### src/rtl/z80_pwm_timer.sv
// Multi-channel PWM generator and periodic interrupt timer on the Z80 I/O bus.
// Shadowed duty/period registers reload on counter wrap; /INT is latched until acked.
module z80_pwm_timer #(
  parameter int unsigned CHANNELS = 4,
  parameter logic [3:0]  BASE     = 4'h0
) (
  input  logic                in_clock,
  input  logic                rst,
  input  logic [7:0]          adr,
  input  logic [7:0]          data_in,
  output logic [7:0]          data_out,
  output logic                data_oe,
  input  logic                iorq,
  input  logic                rd,
  input  logic                wr,
  input  logic                m1,
  output logic [CHANNELS-1:0] pwm,
  output logic                intrpt
);

  logic [1:0]          iorq_sync_q, wr_sync_q, m1_sync_q;
  logic                bus_w_prev_q;
  logic [7:0]          duty_sh_q  [CHANNELS];
  logic [7:0]          duty_sh_d  [CHANNELS];
  logic [7:0]          duty_act_q [CHANNELS];
  logic [7:0]          duty_act_d [CHANNELS];
  logic [7:0]          period_sh_q, period_sh_d;
  logic [7:0]          period_act_q, period_act_d;
  logic [7:0]          prescale_q, prescale_d;
  logic [CHANNELS-1:0] en_q, en_d;
  logic [CHANNELS-1:0] pol_q, pol_d;
  logic                run_q, run_d;
  logic                irq_en_q, irq_en_d;
  logic                irq_flag_q, irq_flag_d;
  logic [7:0]          pcnt_q, pcnt_d;
  logic [7:0]          cnt_q, cnt_d;
  logic [CHANNELS-1:0] pwm_q, pwm_d;
  logic                intrpt_q;

  logic       sel, bus_w, wstb, inta, tick, wrap, load, irq_clr;
  logic [7:0] rdata;

  assign sel   = (adr[7:4] == BASE);
  assign bus_w = iorq_sync_q[1] | wr_sync_q[1];
  assign wstb  = bus_w_prev_q & ~bus_w & sel;
  assign inta  = ~m1_sync_q[1] & ~iorq_sync_q[1];

  assign tick = run_q & (pcnt_q == prescale_q);
  assign wrap = tick & (cnt_q == period_act_q);
  // Loading from the _d shadows lets a write landing on the wrap cycle take effect.
  assign load = wrap | ~run_q;

  always_comb begin
    duty_sh_d   = duty_sh_q;
    period_sh_d = period_sh_q;
    prescale_d  = prescale_q;
    en_d        = en_q;
    pol_d       = pol_q;
    run_d       = run_q;
    irq_en_d    = irq_en_q;
    irq_clr     = inta;
    if (wstb) begin
      for (int unsigned i = 0; i < CHANNELS; i++) begin
        if (adr[3:0] == 4'(i)) duty_sh_d[i] = data_in;
      end
      case (adr[3:0])
        4'h8: en_d        = data_in[CHANNELS-1:0];
        4'h9: prescale_d  = data_in;
        4'hA: period_sh_d = data_in;
        4'hB: irq_clr     = inta | data_in[0];
        4'hD: pol_d       = data_in[CHANNELS-1:0];
        4'hE: begin
          run_d    = data_in[0];
          irq_en_d = data_in[1];
        end
        default: ;
      endcase
    end
  end

  always_comb begin
    duty_act_d   = duty_act_q;
    period_act_d = period_act_q;
    pcnt_d       = pcnt_q;
    cnt_d        = cnt_q;
    if (load) begin
      duty_act_d   = duty_sh_d;
      period_act_d = period_sh_d;
    end
    if (!run_q) begin
      pcnt_d = '0;
      cnt_d  = '0;
    end else if (tick) begin
      pcnt_d = '0;
      cnt_d  = wrap ? '0 : cnt_q + 8'd1;
    end else begin
      pcnt_d = pcnt_q + 8'd1;
    end
    for (int unsigned i = 0; i < CHANNELS; i++) begin
      pwm_d[i] = en_q[i] & (pol_q[i] ^ (cnt_q < duty_act_q[i]));
    end
    irq_flag_d = (wrap & irq_en_q) | (irq_flag_q & ~irq_clr);
  end

  always_ff @(posedge in_clock or posedge rst) begin
    if (rst) begin
      iorq_sync_q  <= '1;
      wr_sync_q    <= '1;
      m1_sync_q    <= '1;
      bus_w_prev_q <= 1'b1;
      for (int unsigned i = 0; i < CHANNELS; i++) begin
        duty_sh_q[i]  <= '0;
        duty_act_q[i] <= '0;
      end
      period_sh_q  <= '1;
      period_act_q <= '1;
      prescale_q   <= '0;
      en_q         <= '0;
      pol_q        <= '0;
      run_q        <= 1'b0;
      irq_en_q     <= 1'b0;
      irq_flag_q   <= 1'b0;
      pcnt_q       <= '0;
      cnt_q        <= '0;
      pwm_q        <= '0;
      intrpt_q     <= 1'b1;
    end else begin
      iorq_sync_q  <= {iorq_sync_q[0], iorq};
      wr_sync_q    <= {wr_sync_q[0], wr};
      m1_sync_q    <= {m1_sync_q[0], m1};
      bus_w_prev_q <= bus_w;
      duty_sh_q    <= duty_sh_d;
      duty_act_q   <= duty_act_d;
      period_sh_q  <= period_sh_d;
      period_act_q <= period_act_d;
      prescale_q   <= prescale_d;
      en_q         <= en_d;
      pol_q        <= pol_d;
      run_q        <= run_d;
      irq_en_q     <= irq_en_d;
      irq_flag_q   <= irq_flag_d;
      pcnt_q       <= pcnt_d;
      cnt_q        <= cnt_d;
      pwm_q        <= pwm_d;
      intrpt_q     <= ~irq_flag_q;
    end
  end

  always_comb begin
    rdata = '0;
    for (int unsigned i = 0; i < CHANNELS; i++) begin
      if (adr[3:0] == 4'(i)) rdata = duty_sh_q[i];
    end
    case (adr[3:0])
      4'h8: begin
        for (int unsigned i = 0; i < CHANNELS; i++) rdata[i] = en_q[i];
      end
      4'h9: rdata = prescale_q;
      4'hA: rdata = period_sh_q;
      4'hB: rdata = {7'b0, irq_flag_q};
      4'hC: rdata = cnt_q;
      4'hD: begin
        for (int unsigned i = 0; i < CHANNELS; i++) rdata[i] = pol_q[i];
      end
      4'hE: rdata = {6'b0, irq_en_q, run_q};
      default: ;
    endcase
  end

  assign data_oe  = ~iorq & ~rd & sel;
  assign data_out = data_oe ? rdata : '0;
  assign pwm      = pwm_q;
  assign intrpt   = intrpt_q;

endmodule
### config.mk
export PLATFORM = sky130hd
export DESIGN_NAME = z80_pwm_timer
export DESIGN_NICKNAME = d
export VERILOG_FILES = /design/src/rtl/z80_pwm_timer.sv
export SDC_FILE = /design/constraint.sdc
export NUM_CORES = 1
export LEC_CHECK = 0
export BUFFER_PORTS_ARGS = -buffer_cell sky130_fd_sc_hd__buf_4
export CAP_MARGIN = 10
export CORE_MARGIN = 5
export CORE_UTILIZATION = 50
export CTS_BUF_LIST = sky130_fd_sc_hd__clkbuf_2 sky130_fd_sc_hd__clkbuf_4 sky130_fd_sc_hd__clkbuf_8
export CTS_CLUSTER_SIZE = 8
export DETAILED_ROUTE_END_ITERATION = 6
export PLACE_DENSITY_LB_ADDON = 0.12
export REMOVE_ABC_BUFFERS = 1
export SYNTH_ARGS = -nofsm -noshare
export SYNTH_HDL_FRONTEND = slang
export SYNTH_SLANG_ARGS = --single-unit
export TNS_END_PERCENT = 100
### constraint.sdc
create_clock -name in_clock -period 11 [get_ports in_clock]
set_clock_uncertainty 0.05 [all_clocks]
set_input_delay 1.1 -clock in_clock [delete_from_list [all_inputs] [get_ports in_clock]]
set_output_delay 1.1 -clock in_clock [all_outputs]
set_load 0.02 [all_outputs]
==> results.yml <==
yosys:
  syn_inst: 555
  synth_top_cell_area_share: 0.392
  synth-seq-cells: 127
  ys_warn_count: 0
  synth_cell_type_count: 55
  synth-edff-count: 0
  yosys-top-cells-area: "dfrtp_1 (39%), mux2_2 (18%), dfstp_2 (9.6%), ha_1 (5.7%), inv_1 (2.1%)"
  netlist_top_cells_count: "mux2_2 (104), dfrtp_1 (103), inv_1 (36), ha_1 (30), nand2_1 (26)"
  synthArstFlopShare: 1.00
  yosys.area.top_type: "dfrtp_1"
  syn_area_um2: 6580
  postSynthAreaPerCell_um2: 11.9
  synth.yosys.seq_area_share: 0.487
  ys.flop_type: "dfrtp_1"
  yosysMostFrequentCell: "mux2_2"
sta:
  finalSetupTns_ns: 0
  timing.final.crit_period_ns: 4.09
  slew_violations: 0
  fmax_mhz: 244
  hold_viol: 0
  rsz0062_at_grt: "false"
  fin_crit_sh: 0.372
  fin_ws_ns: 6.91
  slew_headroom: 0.238
  setup_viol: 0
  timing.hold.ws_ns: 0.307
  worst_pin_slew_ns: 1.13
layout:
  areaGrowthSynthToFinish_pct: 13.3
  drive_gt1_frac: 0.363
  n_antenna_cell: 0
  fin_nets: 643
route:
  drc_errors: 0
  first_iter_violations: 289
  routed_wl_um: 15500
  wire_per_inst_um: 19.9
  viasPerCell: 5.70
  vias: 4444
  ant_nets: 0
  dr.pass1.iters: 5
setup_path:
  cp_common_cell: "buf_4"
  endpoint: "data_out[3]"
  cp.depth: 5
  r2r-start: "cnt_q[3]"
  reg2reg_depth: 5
  r2r_end: "duty_act_q[9]"
  r2r_slack_ns: 7.86
  cp_data_arrival_time_ns: 2.94
  crit_start: "adr[5]"
  path_cells: "buf_4 > or4_4 > or3_2 > nor3_1 > buf_4"
  path_class: "input pin to output port"
  critPathMaxStageDelay_ns: 0.57
  critPathRequiredTime_ns: 9.85
  cp_max_fo: 9
  cp_top_family: "simple AND/OR/NAND/NOR gates"
  cp-start-kind: "input pin"
  cp-end-kind: "output port"
  critical_path_buf_inv_count: 2
  slowest_stage: "or4_4"
flow_run:
  cap_violations: 0
cts:
  ctsHoldBuffers: 0
  clkTransAtPathRegs_ns: 0.07
  cts_resized: 0
  cts_setup_buffers: 0
  numClockSinks: 127
  clk_latency_ns: 0.45
  clockBufferDepth: 2
  cts_tree: "yes"
  cts_buffers: 17
  htree_num_levels: 4
  cts_root_buf: "clkbuf_8"
placed_design:
  portBuffers: 35
  place_ws_ns: 6.94
  place_hpwl_um: 10900
  gp_congestion: 0.825
power_and_ir_drop:
  power_mw: 1.01
  p_leak_nw: 3.52
  irDropWorstVdd_mv: 0.0792
  power_density_nw_per_um2: 135
floorplan:
  die_w_um: 125
  die_h_um: 125
  ios: 36
  core_area_um2: 13100
  die-area_um2: 15600
  rows: 42
  initial_core_util: 0.503
outcome:
  status: "finished clean"
min_path:
  min_path_type: "register to register"
global_route:
  grt_antenna_before_repair: 0
  grt_overflow: 0
  track_usage: 0.208
  grt_pass1_wl_um: 25200
  first_global_vias: 4658
  grt_max_degree: 71
[state kept, by name, summed over array words and instances (netlist names), 4 cells and up]
name and flops:
cnt_q 8, duty_act_q 32, duty_sh_q 32, en_q 4
pcnt_q 8, period_act_q 8, period_sh_q 8, pol_q 4
prescale_q 8, pwm 4
[worst min path at each step]
stage / startpoint / endpoint / slack [ns] / depth (start not counted)
floorplan: iorq_sync_q[0] / iorq_sync_q[1] / 0.30 / 0
global placement: iorq_sync_q[0] / iorq_sync_q[1] / 0.30 / 0
detailed placement: m1_sync_q[0] / m1_sync_q[1] / 0.30 / 0
CTS: m1_sync_q[0] / m1_sync_q[1] / 0.31 / 0
global route: m1_sync_q[0] / m1_sync_q[1] / 0.31 / 0
finish: m1_sync_q[0] / m1_sync_q[1] / 0.31 / 0
[metal layers]
layer  track usage  wire length, um  share of wire  up-vias
met1         0.279             6970           0.45     2264
met2         0.341             7610           0.49       90
met4        0.0600              201          0.013        0
met5             0                0              0        -
li1              -                -              -     2071
met3        0.0459              714          0.046       19
[cell usage in the layout, fill, tap and decap left out, types with 4 or more instances in the layout]
| master | instances |
|---|---|
| a21o_1 | 8 |
| a21oi_1 | 14 |
| a22oi_1 | 7 |
| a31oi_1 | 6 |
| and2_1 | 4 |
| and3_1 | 5 |
| buf_4 | 36 |
| bufinv_16 | 4 |
| clkbuf_8 | 22 |
| clkinv_2 | 4 |
| dfrtp_1 | 103 |
| dfstp_2 | 24 |
| ha_1 | 30 |
| inv_1 | 35 |
| mux2_2 | 104 |
| mux2i_1 | 8 |
| mux4_2 | 5 |
| nand2_1 | 26 |
| nand2_2 | 4 |
| nand2b_1 | 7 |
| nand3_1 | 18 |
| nand4_1 | 4 |
| nor2_1 | 22 |
| nor2b_1 | 10 |
| o21ai_0 | 21 |
| o22ai_1 | 5 |
| xnor2_1 | 7 |
| xor2_1 | 15 |
[where the power goes]
part	switching, mW	total (mW)	internal [mW]
clock	0.184	0.460	0.276
combinational	0.0399	0.0644	0.0245
sequential	0.00595	0.484	0.479
[cell type report]
| class | count | area [um^2] |
|---|---|---|
| repair buffers | 36 | 270 |
| inverters | 36 | 138 |
| fillers | 1102 | 5630 |
| clock buffers | 22 | 303 |
| multi-input cells | 373 | 3160 |
| flip-flops and latches | 127 | 3210 |
| well taps | 176 | 220 |
| clock inverters | 10 | 156 |
[logic make-up (layout without fill, tap and decap cells)]
logic type / Yosys count / count (layout) / synth area share
xor gates and xnor gates: 22 / 22 / 0.0293
DFF: 127 / 127 / 0.487
AOI/OAI and AO/OA: 84 / 84 / 0.0850
adders and majority gates: 30 / 30 / 0.0570
buffers and inverters: 55 / 104 / 0.0325
and+or+nand+nor: 120 / 120 / 0.102
muxes: 117 / 117 / 0.207
[stage by stage]
step | cell area, um^2 | std cells | util
2_1_floorplan | 6500 | 536 | -
3_3_place_gp | 7000 | 748 | 0.535
3_5_place_dp | 7000 | 748 | 0.535
4_1_cts | 7460 | 780 | 0.570
5_1_grt | 7460 | 780 | 0.570
6_report | 7460 | 780 | 0.570
(Power assumes the default switching activity.)
